## src/rtl/pc_seq_pkg.sv

```systemverilog
// ----------------------------------------------------------------------------
// pc_seq_pkg
// Shared types and constants for the fetch-side PC sequencer.
//   seq_state_t    : sequencer state (BOOT, FETCH, HALTED)
//   redirect_src_t : where the next PC comes from (sequential, branch, trap)
//   INSTR_BYTES    : size of one instruction, i.e. the sequential PC step
//   is_misaligned  : true when a redirect target is not word aligned
// ----------------------------------------------------------------------------
package pc_seq_pkg;

    typedef enum logic [1:0] {
        BOOT,
        FETCH,
        HALTED
    } seq_state_t;

    typedef enum logic [1:0] {
        SRC_SEQ,
        SRC_BRANCH,
        SRC_TRAP
    } redirect_src_t;

    localparam int unsigned INSTR_BYTES = 4;

    function automatic logic is_misaligned(input logic [1:0] lsbs);
        return lsbs != 2'b00;
    endfunction

endpackage

```

## src/rtl/pc_redirect_buf.sv

```systemverilog
// ----------------------------------------------------------------------------
// pc_redirect_buf
// One-entry buffer holding a redirect that arrived while it could not be
// applied (fetch outstanding, or core halted).
//   i_clk, i_rst      : clock, synchronous active-high reset (clears entry)
//   i_consume         : entry is being applied this cycle, drop it
//   i_capture         : new redirect requests may be recorded this cycle
//   i_trap            : trap request (target is TRAP_VEC)
//   i_branch          : branch/jump request with i_branch_target
//   o_valid/o_is_trap/o_target : current entry
// A trap overwrites whatever is held; a branch is recorded only when the
// entry is empty or holds another branch, so a trap is never lost to a
// younger branch.
// ----------------------------------------------------------------------------
module pc_redirect_buf
    import pc_seq_pkg::*;
#(
    parameter int unsigned        DWIDTH   = 32,
    parameter logic [DWIDTH-1:0]  TRAP_VEC = 32'h0000_0100
) (
    input  logic              i_clk,
    input  logic              i_rst,
    input  logic              i_consume,
    input  logic              i_capture,
    input  logic              i_trap,
    input  logic              i_branch,
    input  logic [DWIDTH-1:0] i_branch_target,
    output logic              o_valid,
    output logic              o_is_trap,
    output logic [DWIDTH-1:0] o_target
);

    logic              r_valid;
    logic              r_is_trap;
    logic [DWIDTH-1:0] r_target;

    // Entry as seen by the merge: an entry consumed this cycle counts as empty.
    logic w_base_valid;
    logic w_take_trap;
    logic w_take_branch;

    assign w_base_valid  = r_valid & ~i_consume;
    assign w_take_trap   = i_capture & i_trap;
    assign w_take_branch = i_capture & i_branch & ~(w_base_valid & r_is_trap);

    // NOTE: sequential state is assigned with <= so every flop samples the
    // pre-edge values regardless of statement order.
    always_ff @(posedge i_clk) begin
        if (i_rst) begin
            r_valid   <= 1'b0;
            r_is_trap <= 1'b0;
        end else if (w_take_trap) begin
            r_valid   <= 1'b1;
            r_is_trap <= 1'b1;
        end else if (w_take_branch) begin
            r_valid   <= 1'b1;
            r_is_trap <= 1'b0;
        end else if (i_consume) begin
            r_valid   <= 1'b0;
        end
    end

    // NOTE: the target is a data register qualified by r_valid, so it needs
    // no reset; only the valid flag must be cleared.
    always_ff @(posedge i_clk) begin
        if (w_take_trap) begin
            r_target <= TRAP_VEC;
        end else if (w_take_branch) begin
            r_target <= i_branch_target;
        end
    end

    assign o_valid   = r_valid;
    assign o_is_trap = r_is_trap;
    assign o_target  = r_target;

endmodule

```

## src/rtl/pc_sequencer.sv

```systemverilog
// ----------------------------------------------------------------------------
// pc_sequencer
// Fetch-side controller for the program_counter register: chooses the next
// PC (boot vector, trap, branch redirect or PC+4), runs the imem request
// handshake and supports halt/resume.
//   Clk_Core, Rst_Core : core clock, synchronous active-high reset
//   Program_Count      : current PC from the PC register (fetch address)
//   Stall              : hazard stall, blocks the sequential advance only
//   Branch_Taken/Branch_Target : EX redirect
//   Trap_Req           : trap redirect to TRAP_VEC
//   Halt_Req / Resume  : enter / leave HALTED
//   Fetch_Ack          : imem accepted the request this cycle
//   Fetch_Req          : imem request, address = Program_Count
//   Run / Program_Count_New : PC register load enable and next value
//   Flush              : kill IF/ID contents this cycle
//   Halted             : core halted
//   Misalign_Fault     : misaligned redirect replaced by TRAP_VEC
// ----------------------------------------------------------------------------
module pc_sequencer
    import pc_seq_pkg::*;
#(
    parameter int unsigned        DWIDTH    = 32,
    parameter logic [DWIDTH-1:0]  RESET_VEC = 32'h0000_0000,
    parameter logic [DWIDTH-1:0]  TRAP_VEC  = 32'h0000_0100
) (
    input  logic              Clk_Core,
    input  logic              Rst_Core,
    input  logic [DWIDTH-1:0] Program_Count,
    input  logic              Stall,
    input  logic              Branch_Taken,
    input  logic [DWIDTH-1:0] Branch_Target,
    input  logic              Trap_Req,
    input  logic              Halt_Req,
    input  logic              Resume,
    input  logic              Fetch_Ack,
    output logic              Fetch_Req,
    output logic              Run,
    output logic [DWIDTH-1:0] Program_Count_New,
    output logic              Flush,
    output logic              Halted,
    output logic              Misalign_Fault
);

    seq_state_t r_state;

    logic              w_pend_valid;
    logic              w_pend_is_trap;
    logic [DWIDTH-1:0] w_pend_target;
    logic [DWIDTH-1:0] w_pc_plus4;

    logic              w_run;
    logic              w_flush;
    logic              w_misalign;
    logic              w_consume;
    logic              w_capture;
    logic [DWIDTH-1:0] w_pcn;
    logic [DWIDTH-1:0] w_target;
    redirect_src_t     w_src;

    // Wraps modulo 2^DWIDTH by construction.
    assign w_pc_plus4 = Program_Count + DWIDTH'(INSTR_BYTES);

    pc_redirect_buf #(
        .DWIDTH   (DWIDTH),
        .TRAP_VEC (TRAP_VEC)
    ) u_redirect_buf (
        .i_clk           (Clk_Core),
        .i_rst           (Rst_Core),
        .i_consume       (w_consume),
        .i_capture       (w_capture),
        .i_trap          (Trap_Req),
        .i_branch        (Branch_Taken),
        .i_branch_target (Branch_Target),
        .o_valid         (w_pend_valid),
        .o_is_trap       (w_pend_is_trap),
        .o_target        (w_pend_target)
    );

    // Next-PC selection. Requests are captured in every cycle except an
    // acked fetch, where they are considered directly by the priority chain.
    // NOTE: every signal gets a default before the case so no path leaves a
    // value unassigned and no latch is inferred.
    always_comb begin
        w_run      = 1'b0;
        w_flush    = 1'b0;
        w_misalign = 1'b0;
        w_pcn      = Program_Count;
        w_target   = Program_Count;
        w_src      = SRC_SEQ;
        w_consume  = 1'b0;
        w_capture  = ~Rst_Core;

        if (Rst_Core) begin
            w_pcn = RESET_VEC;
        end else begin
            case (r_state)
                BOOT: begin
                    w_run   = 1'b1;
                    w_flush = 1'b1;
                    w_pcn   = RESET_VEC;
                end
                FETCH: begin
                    if (Fetch_Ack) begin
                        w_capture = 1'b0;
                        w_consume = 1'b1;
                        if (Trap_Req) begin
                            w_src    = SRC_TRAP;
                            w_target = TRAP_VEC;
                        end else if (w_pend_valid) begin
                            w_src    = w_pend_is_trap ? SRC_TRAP : SRC_BRANCH;
                            w_target = w_pend_target;
                        end else if (Branch_Taken) begin
                            w_src    = SRC_BRANCH;
                            w_target = Branch_Target;
                        end else if (!Stall) begin
                            w_run = 1'b1;
                            w_pcn = w_pc_plus4;
                        end
                    end
                end
                HALTED: begin
                    if (Resume) begin
                        w_run = 1'b1;
                        if (w_pend_valid) begin
                            w_consume = 1'b1;
                            w_src     = w_pend_is_trap ? SRC_TRAP : SRC_BRANCH;
                            w_target  = w_pend_target;
                        end
                    end
                end
                default: ;
            endcase

            if (w_src != SRC_SEQ) begin
                w_run   = 1'b1;
                w_flush = 1'b1;
                if (is_misaligned(w_target[1:0])) begin
                    w_pcn      = TRAP_VEC;
                    w_misalign = 1'b1;
                end else begin
                    w_pcn = w_target;
                end
            end
        end
    end

    always_ff @(posedge Clk_Core) begin
        if (Rst_Core) begin
            r_state <= BOOT;
        end else begin
            case (r_state)
                BOOT:    r_state <= FETCH;
                FETCH:   if (Fetch_Ack && Halt_Req) r_state <= HALTED;
                HALTED:  if (Resume) r_state <= FETCH;
                default: r_state <= BOOT;
            endcase
        end
    end

    // Reset is synchronous, so the state decodes are masked while it is held.
    assign Fetch_Req         = (r_state == FETCH)  & ~Rst_Core;
    assign Halted            = (r_state == HALTED) & ~Rst_Core;
    assign Run               = w_run;
    assign Flush             = w_flush;
    assign Program_Count_New = w_pcn;
    assign Misalign_Fault    = w_misalign;

endmodule

```

## config.mk

```make
export PLATFORM = sky130hd
export DESIGN_NAME = pc_sequencer
export DESIGN_NICKNAME = d
export VERILOG_FILES = /design/src/rtl/pc_seq_pkg.sv /design/src/rtl/pc_redirect_buf.sv /design/src/rtl/pc_sequencer.sv
export SDC_FILE = /design/constraint.sdc
export NUM_CORES = 1
export LEC_CHECK = 0
export BUFFER_PORTS_ARGS = -buffer_cell sky130_fd_sc_hd__buf_2
export CAP_MARGIN = 10
export CORE_ASPECT_RATIO = 1.75
export CORE_MARGIN = 5
export CORE_UTILIZATION = 30
export CTS_CLUSTER_SIZE = 14
export DETAILED_ROUTE_END_ITERATION = 12
export PLACE_DENSITY_LB_ADDON = 0.1
export SYNTH_ARGS = -nofsm -noshare
export SYNTH_HDL_FRONTEND = slang
export SYNTH_SLANG_ARGS = --single-unit
```

## constraint.sdc

```tcl
create_clock -name Clk_Core -period 2.87 [get_ports Clk_Core]
set_input_delay 0.1435 -clock Clk_Core [delete_from_list [all_inputs] [get_ports Clk_Core]]
set_output_delay 0.1435 -clock Clk_Core [all_outputs]
set_load 0.01 [all_outputs]
```

## Word-level counts from Yosys, hierarchy flattened

Index checks and enable logic that the tools add are counted.

- Flip-flop bits (word level): 36
- Input bits: 72
- Output and inout bits: 37
- Word-level logic and storage cells: 83

- Add/sub/neg operators: 1
- Eq/ne operators: 4
- Mux-type cells: 57
- Bitwise gates (word level): 10
- Reductions and logical operators: 7

Operator list:

| operator | number |
|---|---|
| 32-bit two-way mux | 15 |
| 32-bit case mux with 2 select lines | 2 |
| 32-bit by 3-bit adder with 32-bit output, second input constant | 1 |
| 1-bit two-way mux | 27 |
| 2-bit two-way mux | 9 |
| 1-bit AND | 7 |
| 2-bit case mux with 3 select lines | 1 |
| 2-bit nonzero test | 3 |
| 2-bit inequality test, second input constant | 2 |
| 2-bit case mux with 2 select lines | 1 |
| 1-bit NOT | 3 |
| 1-bit case mux with 3 select lines | 1 |
| 3-bit nonzero test | 1 |
| 2-bit by 1-bit == test with 1-bit output, second input constant | 1 |
| 2-bit == test, second input constant | 1 |
| 2-bit logical NOT | 1 |
| 1-bit case mux with 2 select lines | 1 |
| 2-bit AND reduction | 1 |
| 1-bit logical AND | 1 |

## Longest topological paths before layout

- Word-level depth: 11
- Gate-level depth with buffers: 10
- Mapped depth without buffers: 7

## By module

Synthesis repeated with hierarchy kept, for this count alone.

- Cell total of the unflattened synthesis: 646
- Area total of the unflattened synthesis: 4332.9 µm²

By module, submodules not included:

| module | instances | cells each | area each (µm²) | sequential area each (µm²) |
|---|---|---|---|---|
| pc_sequencer | 1 | 488 | 2945.3 | 40.0 |
| pc_redirect_buf | 1 | 158 | 1387.6 | 680.7 |

## Least setup slack after synthesis

No wires, ideal clock.

- Kind: flip-flop to output port
- From: register r_state[0]
- To: output Program_Count_New[19]
- Data arrival time: 2048 ps
- Data required time: 2727 ps
- Path slack: 678 ps
- Stages on the path, launching flop included: 9
- Buffers on the path: 2
- Path through: dfxtp_1 > inv_1 > ha_1 > clkbuf_1 > o211ai_1 > nor2_2 > nand3_2 > buf_2 > o22ai_1

- Word-level cells in the longest chain between the ends: 7
- Elaborated cells on any way between the ends: 13
- Those cells by class: eq/ne: 2; mux: 8; reduce/logical: 3

RTL lines:

| element | line | RTL |
|---|---|---|
| start, declared | pc_sequencer.sv:44 | `seq_state_t r_state;` |
| start signal, assigned | pc_sequencer.sv:149 | `r_state <= BOOT;` |
| start signal, assigned | pc_sequencer.sv:152 | `BOOT: r_state <= FETCH;` |
| start signal, assigned | pc_sequencer.sv:153 | `FETCH: if (Fetch_Ack && Halt_Req) r_state <= HALTED;` |
| 2-bit == test or 2-bit by 1-bit == test with 1-bit output (tied branches) | pc_sequencer.sv:96 | `case (r_state)` |
| 32-bit case mux with 2 select lines | pc_sequencer.sv:96 |  |
| 32-bit two-way mux | pc_sequencer.sv:93 | `if (Rst_Core) begin` |
| 2-bit nonzero test | pc_seq_pkg.sv:26 | `return lsbs != 2'b00;` |
| 32-bit two-way mux | pc_sequencer.sv:137 | `if (is_misaligned(w_target[1:0])) begin` |
| 32-bit two-way mux (*) | pc_sequencer.sv:134 | `if (w_src != SRC_SEQ) begin` |
| 32-bit two-way mux (*) | pc_sequencer.sv:93 |  |
| end, declared | pc_sequencer.sv:38 | `output logic [DWIDTH-1:0] Program_Count_New,` |

Mark *: on every way between the ends. The rest lies on a longest branch, timed or not. The select of a mux whose other input is x is not followed.

## Final worst setup path

- From: register r_state[1]
- To: output Program_Count_New[26]

Same word-level chain as after synthesis.

==> impl_metrics.csv <==
group,metric,value,unit
sta,relSlewSlack,52.40,%
cts,cts_tree,"done",
logic_synthesis,synth_mux_area_share,10.89,%
setup_path,crit_slowest_cell,"and2_1",
sta,slew_viol_final,0,
sta,tns,0,ns
setup_path,crit_buf_inv,2,
power_and_ir_drop,powerDensity,437.7,nW/um^2
setup_path,crit_family,"simple AND/OR/NAND/NOR gates",
cts,htree_levels,2,
job,maxCapViolations,0,
die,core,14300,sq um
logic_synthesis,synth_ff_type,"dfxtp_1",
routing,vias_per_cell,5.698,
final_layout,multiInputGateArea,3172,sq um
sta,fmax,355.1,MHz
routing,ant_nets,0,
sta,setup_viol,0,
logic_synthesis,synth.distinct_cells,58,
cts,clk_latency,0.28,ns
final_layout,final_common_cell,"nand2_1",
routing,routed-via-count,5185,
routing,drc,0,
sta,whs,0.1095,ns
cts,clockBufferDepth,2,
final_layout,syn_to_final_growth,18.77,%
sta,fin_crit,2.816,ns
logic_synthesis,yosys.area.top_type,"dfxtp_1",
final_layout,regArea,721.9,sq um
grt,grt.overflow.total,0,
logic_synthesis,synth_fp_nets,738,
die,die-area,16990,sq um
setup_path,crit_type,"register to primary output",
logic_synthesis,ys_warn_count,0,
grt,grt_max_degree,54,
cts,clk_pin_slew,0.06,ns
power_and_ir_drop,ir_worst_vdd,0.2716,mV
cts,postCtsHoldBufs,0,
die,rows,58,
die,dieWidth,100.7,um
final_layout,instances_no_fill,910,
logic_synthesis,synth_top_family_by_area,"compound AO/OA/AOI/OAI gates",
logic_synthesis,synth-compound-area-share,31.37,%
logic_synthesis,synth-seq-cells,36,
logic_synthesis,synth_xor_area_share,0.6083,%
final_layout,diodes,0,
die,initial_core_util,30.21,%
grt,grt_pass1_wl,27370,um
sta,fin_skew,0.007138,ns
logic_synthesis,yosysTopAreaCellShare,16.69,%
logic_synthesis,async_flop_share,0,%
die,ios,109,
grt,antenna_found_initial,0,
logic_synthesis,synthSimpleGateAreaFrac,29.00,%
setup_path,critPathCaptureType,"primary output",
logic_synthesis,syn_avg_cell_area,6.534,sq um
logic_synthesis,syn-cell-area,4319,sq um
grt,track_usage,20.28,%
routing,routedWlPerCell,19.65,um
setup_path,worstPathMaxFanout,12,
setup_path,critPathLaunchType,"register",
placed_design,portBuffers,108,
final_layout,drive_gt1_share,23.15,%
final_layout,fillerInstances,1593,
sta,worst_slew_pin_slew,0.7131,ns
logic_synthesis,synth-edff-count,0,
logic_synthesis,synth_area_leaders,"dfxtp_1 17%, a21oi_1 11%, nand2_1 10%",
sta,finalCritPeriodShare,98.12,%
logic_synthesis,synth-adder-area-share,1.448,%
setup_path,arrival,2.67,ns
sta,rsz0062_at_grt,"no",
cts,numCtsBuffers,5,
worst_hold_path,worstHoldPathType,"input port to register",
cts,clockRootBuffer,"clkbuf_16",
status,status,"finished clean",
grt,grt_pass1_vias,4782,
placed_design,hpwl,13860,um
sta,final_hold_viol_count,0,
setup_path,crit_chain,"inv_1 > ha_1 > and4bb_2 > and2_1 > nand4_1 > mux2i_1 > a32o_1 > buf_2",
placed_design,gp_congestion,0.8850,
routing,drt_iter0_drc,418,
setup_path,cp.required,2.73,ns
placed_design,dp_cells,903,
power_and_ir_drop,p_leak,2.218,nW
die,die_h,168.7,um
logic_synthesis,synth-seq-area-share,16.69,%
final_layout,final_nets,807,
setup_path,slowest_delay,0.41,ns
final_layout,most-common-layout-cells,"119 x nand2_1, 108 x buf_2, 98 x a21oi_1, 49 x nor2_1, 37 x inv_1",
routing,routed_wl,17890,um
logic_synthesis,synthCells,661,
routing,firstDrtPassIters,8,
cts,tritoncts_num_sinks,36,
-- kinds of logic after synthesis --
family / count (synthesis)
and+or+nand+nor: 261
xor gates and xnor gates: 3
buffers and inverters: 103
adders and majority gates: 5
DFF: 36
muxes: 44
AOI/OAI and AO/OA: 209
-- state kept, by name (all words and copies together), names as in the netlist --
| name | count |
|---|---|
| u_redirect_buf.o_is_trap | 1 |
| u_redirect_buf.o_valid | 1 |
| r_state | 2 |
| u_redirect_buf.o_target | 32 |
-- tightest hold or removal path, delay by kind of cell --
family	cells	cell delay [ns]
and+or+nand+nor	1	0.05
buffers and inverters	1	0.10
AOI/OAI and AO/OA	1	0.05
-- routing by layer --
| metal | global-route usage, % | up-vias | share of wire, % |
|---|---|---|---|
| met2 | 32.02 | 192 | 46 |
| li1 | - | 2524 | - |
| met1 | 27.69 | 2445 | 45 |
| met3 | 2.557 | 24 | 5.3 |
| met4 | 8.094 | 0 | 3.5 |
| met5 | 0 | - | 0 |
-- worst paths after layout --
| path | from | endpoint | slack, ns | depth (start not counted) |
|---|---|---|---|---|
| min reg2reg | u_redirect_buf.o_target[12]$_SDFFE_PP0P_ | u_redirect_buf.o_target[12]$_SDFFE_PP0P_ | 0.45 | 2 |
| min | Branch_Target[30] | u_redirect_buf.o_target[30]$_SDFFE_PP0P_ | 0.11 | 3 |
| max | r_state[1]$_SDFFE_PP0P_ | Program_Count_New[26] | 0.05 | 8 |
| max reg2reg | r_state[1]$_SDFFE_PP0P_ | u_redirect_buf.o_target[16]$_SDFFE_PP0P_ | 0.65 | 7 |
-- cells in the mapped netlist (6+ instances only) --
| master | number |
|---|---|
| a211oi_1 | 6 |
| a21oi_1 | 98 |
| a221o_1 | 24 |
| and3_1 | 12 |
| buf_1 | 8 |
| buf_2 | 20 |
| clkbuf_1 | 34 |
| dfxtp_1 | 36 |
| inv_1 | 37 |
| mux2_2 | 18 |
| mux2i_1 | 23 |
| nand2_1 | 119 |
| nand3_1 | 18 |
| nand4_1 | 17 |
| nor2_1 | 50 |
| nor2b_1 | 6 |
| nor3_1 | 6 |
| nor4_1 | 7 |
| o21ai_0 | 24 |
| o22ai_1 | 19 |
-- per-stage QoR --
stage	cell area, sq um	total power (W)	setup slack, ns	util (%)
2_1_floorplan	4319	0.001309	0.6783	-
3_3_place_gp	4969	0.001662	0.4434	34.75
3_5_place_dp	4969	0.001667	0.3997	34.75
4_1_cts	5121	0.002257	0.07429	35.82
5_1_grt	5130	0.002405	0.01532	35.88
6_report	5130	0.002246	0.05386	35.88
-- power by group --
part	leakage, nW	switching (W)	internal [W]	total (W)
Combinational	1.84	0.000632	0.000411	0.00104
Clock	0.0760	0.000207	0.000364	0.000572
Sequential	0.298	0.0000597	0.000571	0.000631
-- cell type report --
type	count	share of cell area (%)
clock buffers	7	2.976
flip-flops and latches	36	14.07
inverters	37	2.707
multi-input cells	522	61.83
well taps	180	4.390
repair buffers	128	14.02
-- timing repair --
| action | 4_1_cts | 5_1_grt |
|---|---|---|
| setup buffers | 0 | 0 |
| gates resized for setup | 0 | 3 |
| endpoints found under the setup margin | 0 | 6 |
Note: power is estimated with default switching activity, not from simulation.
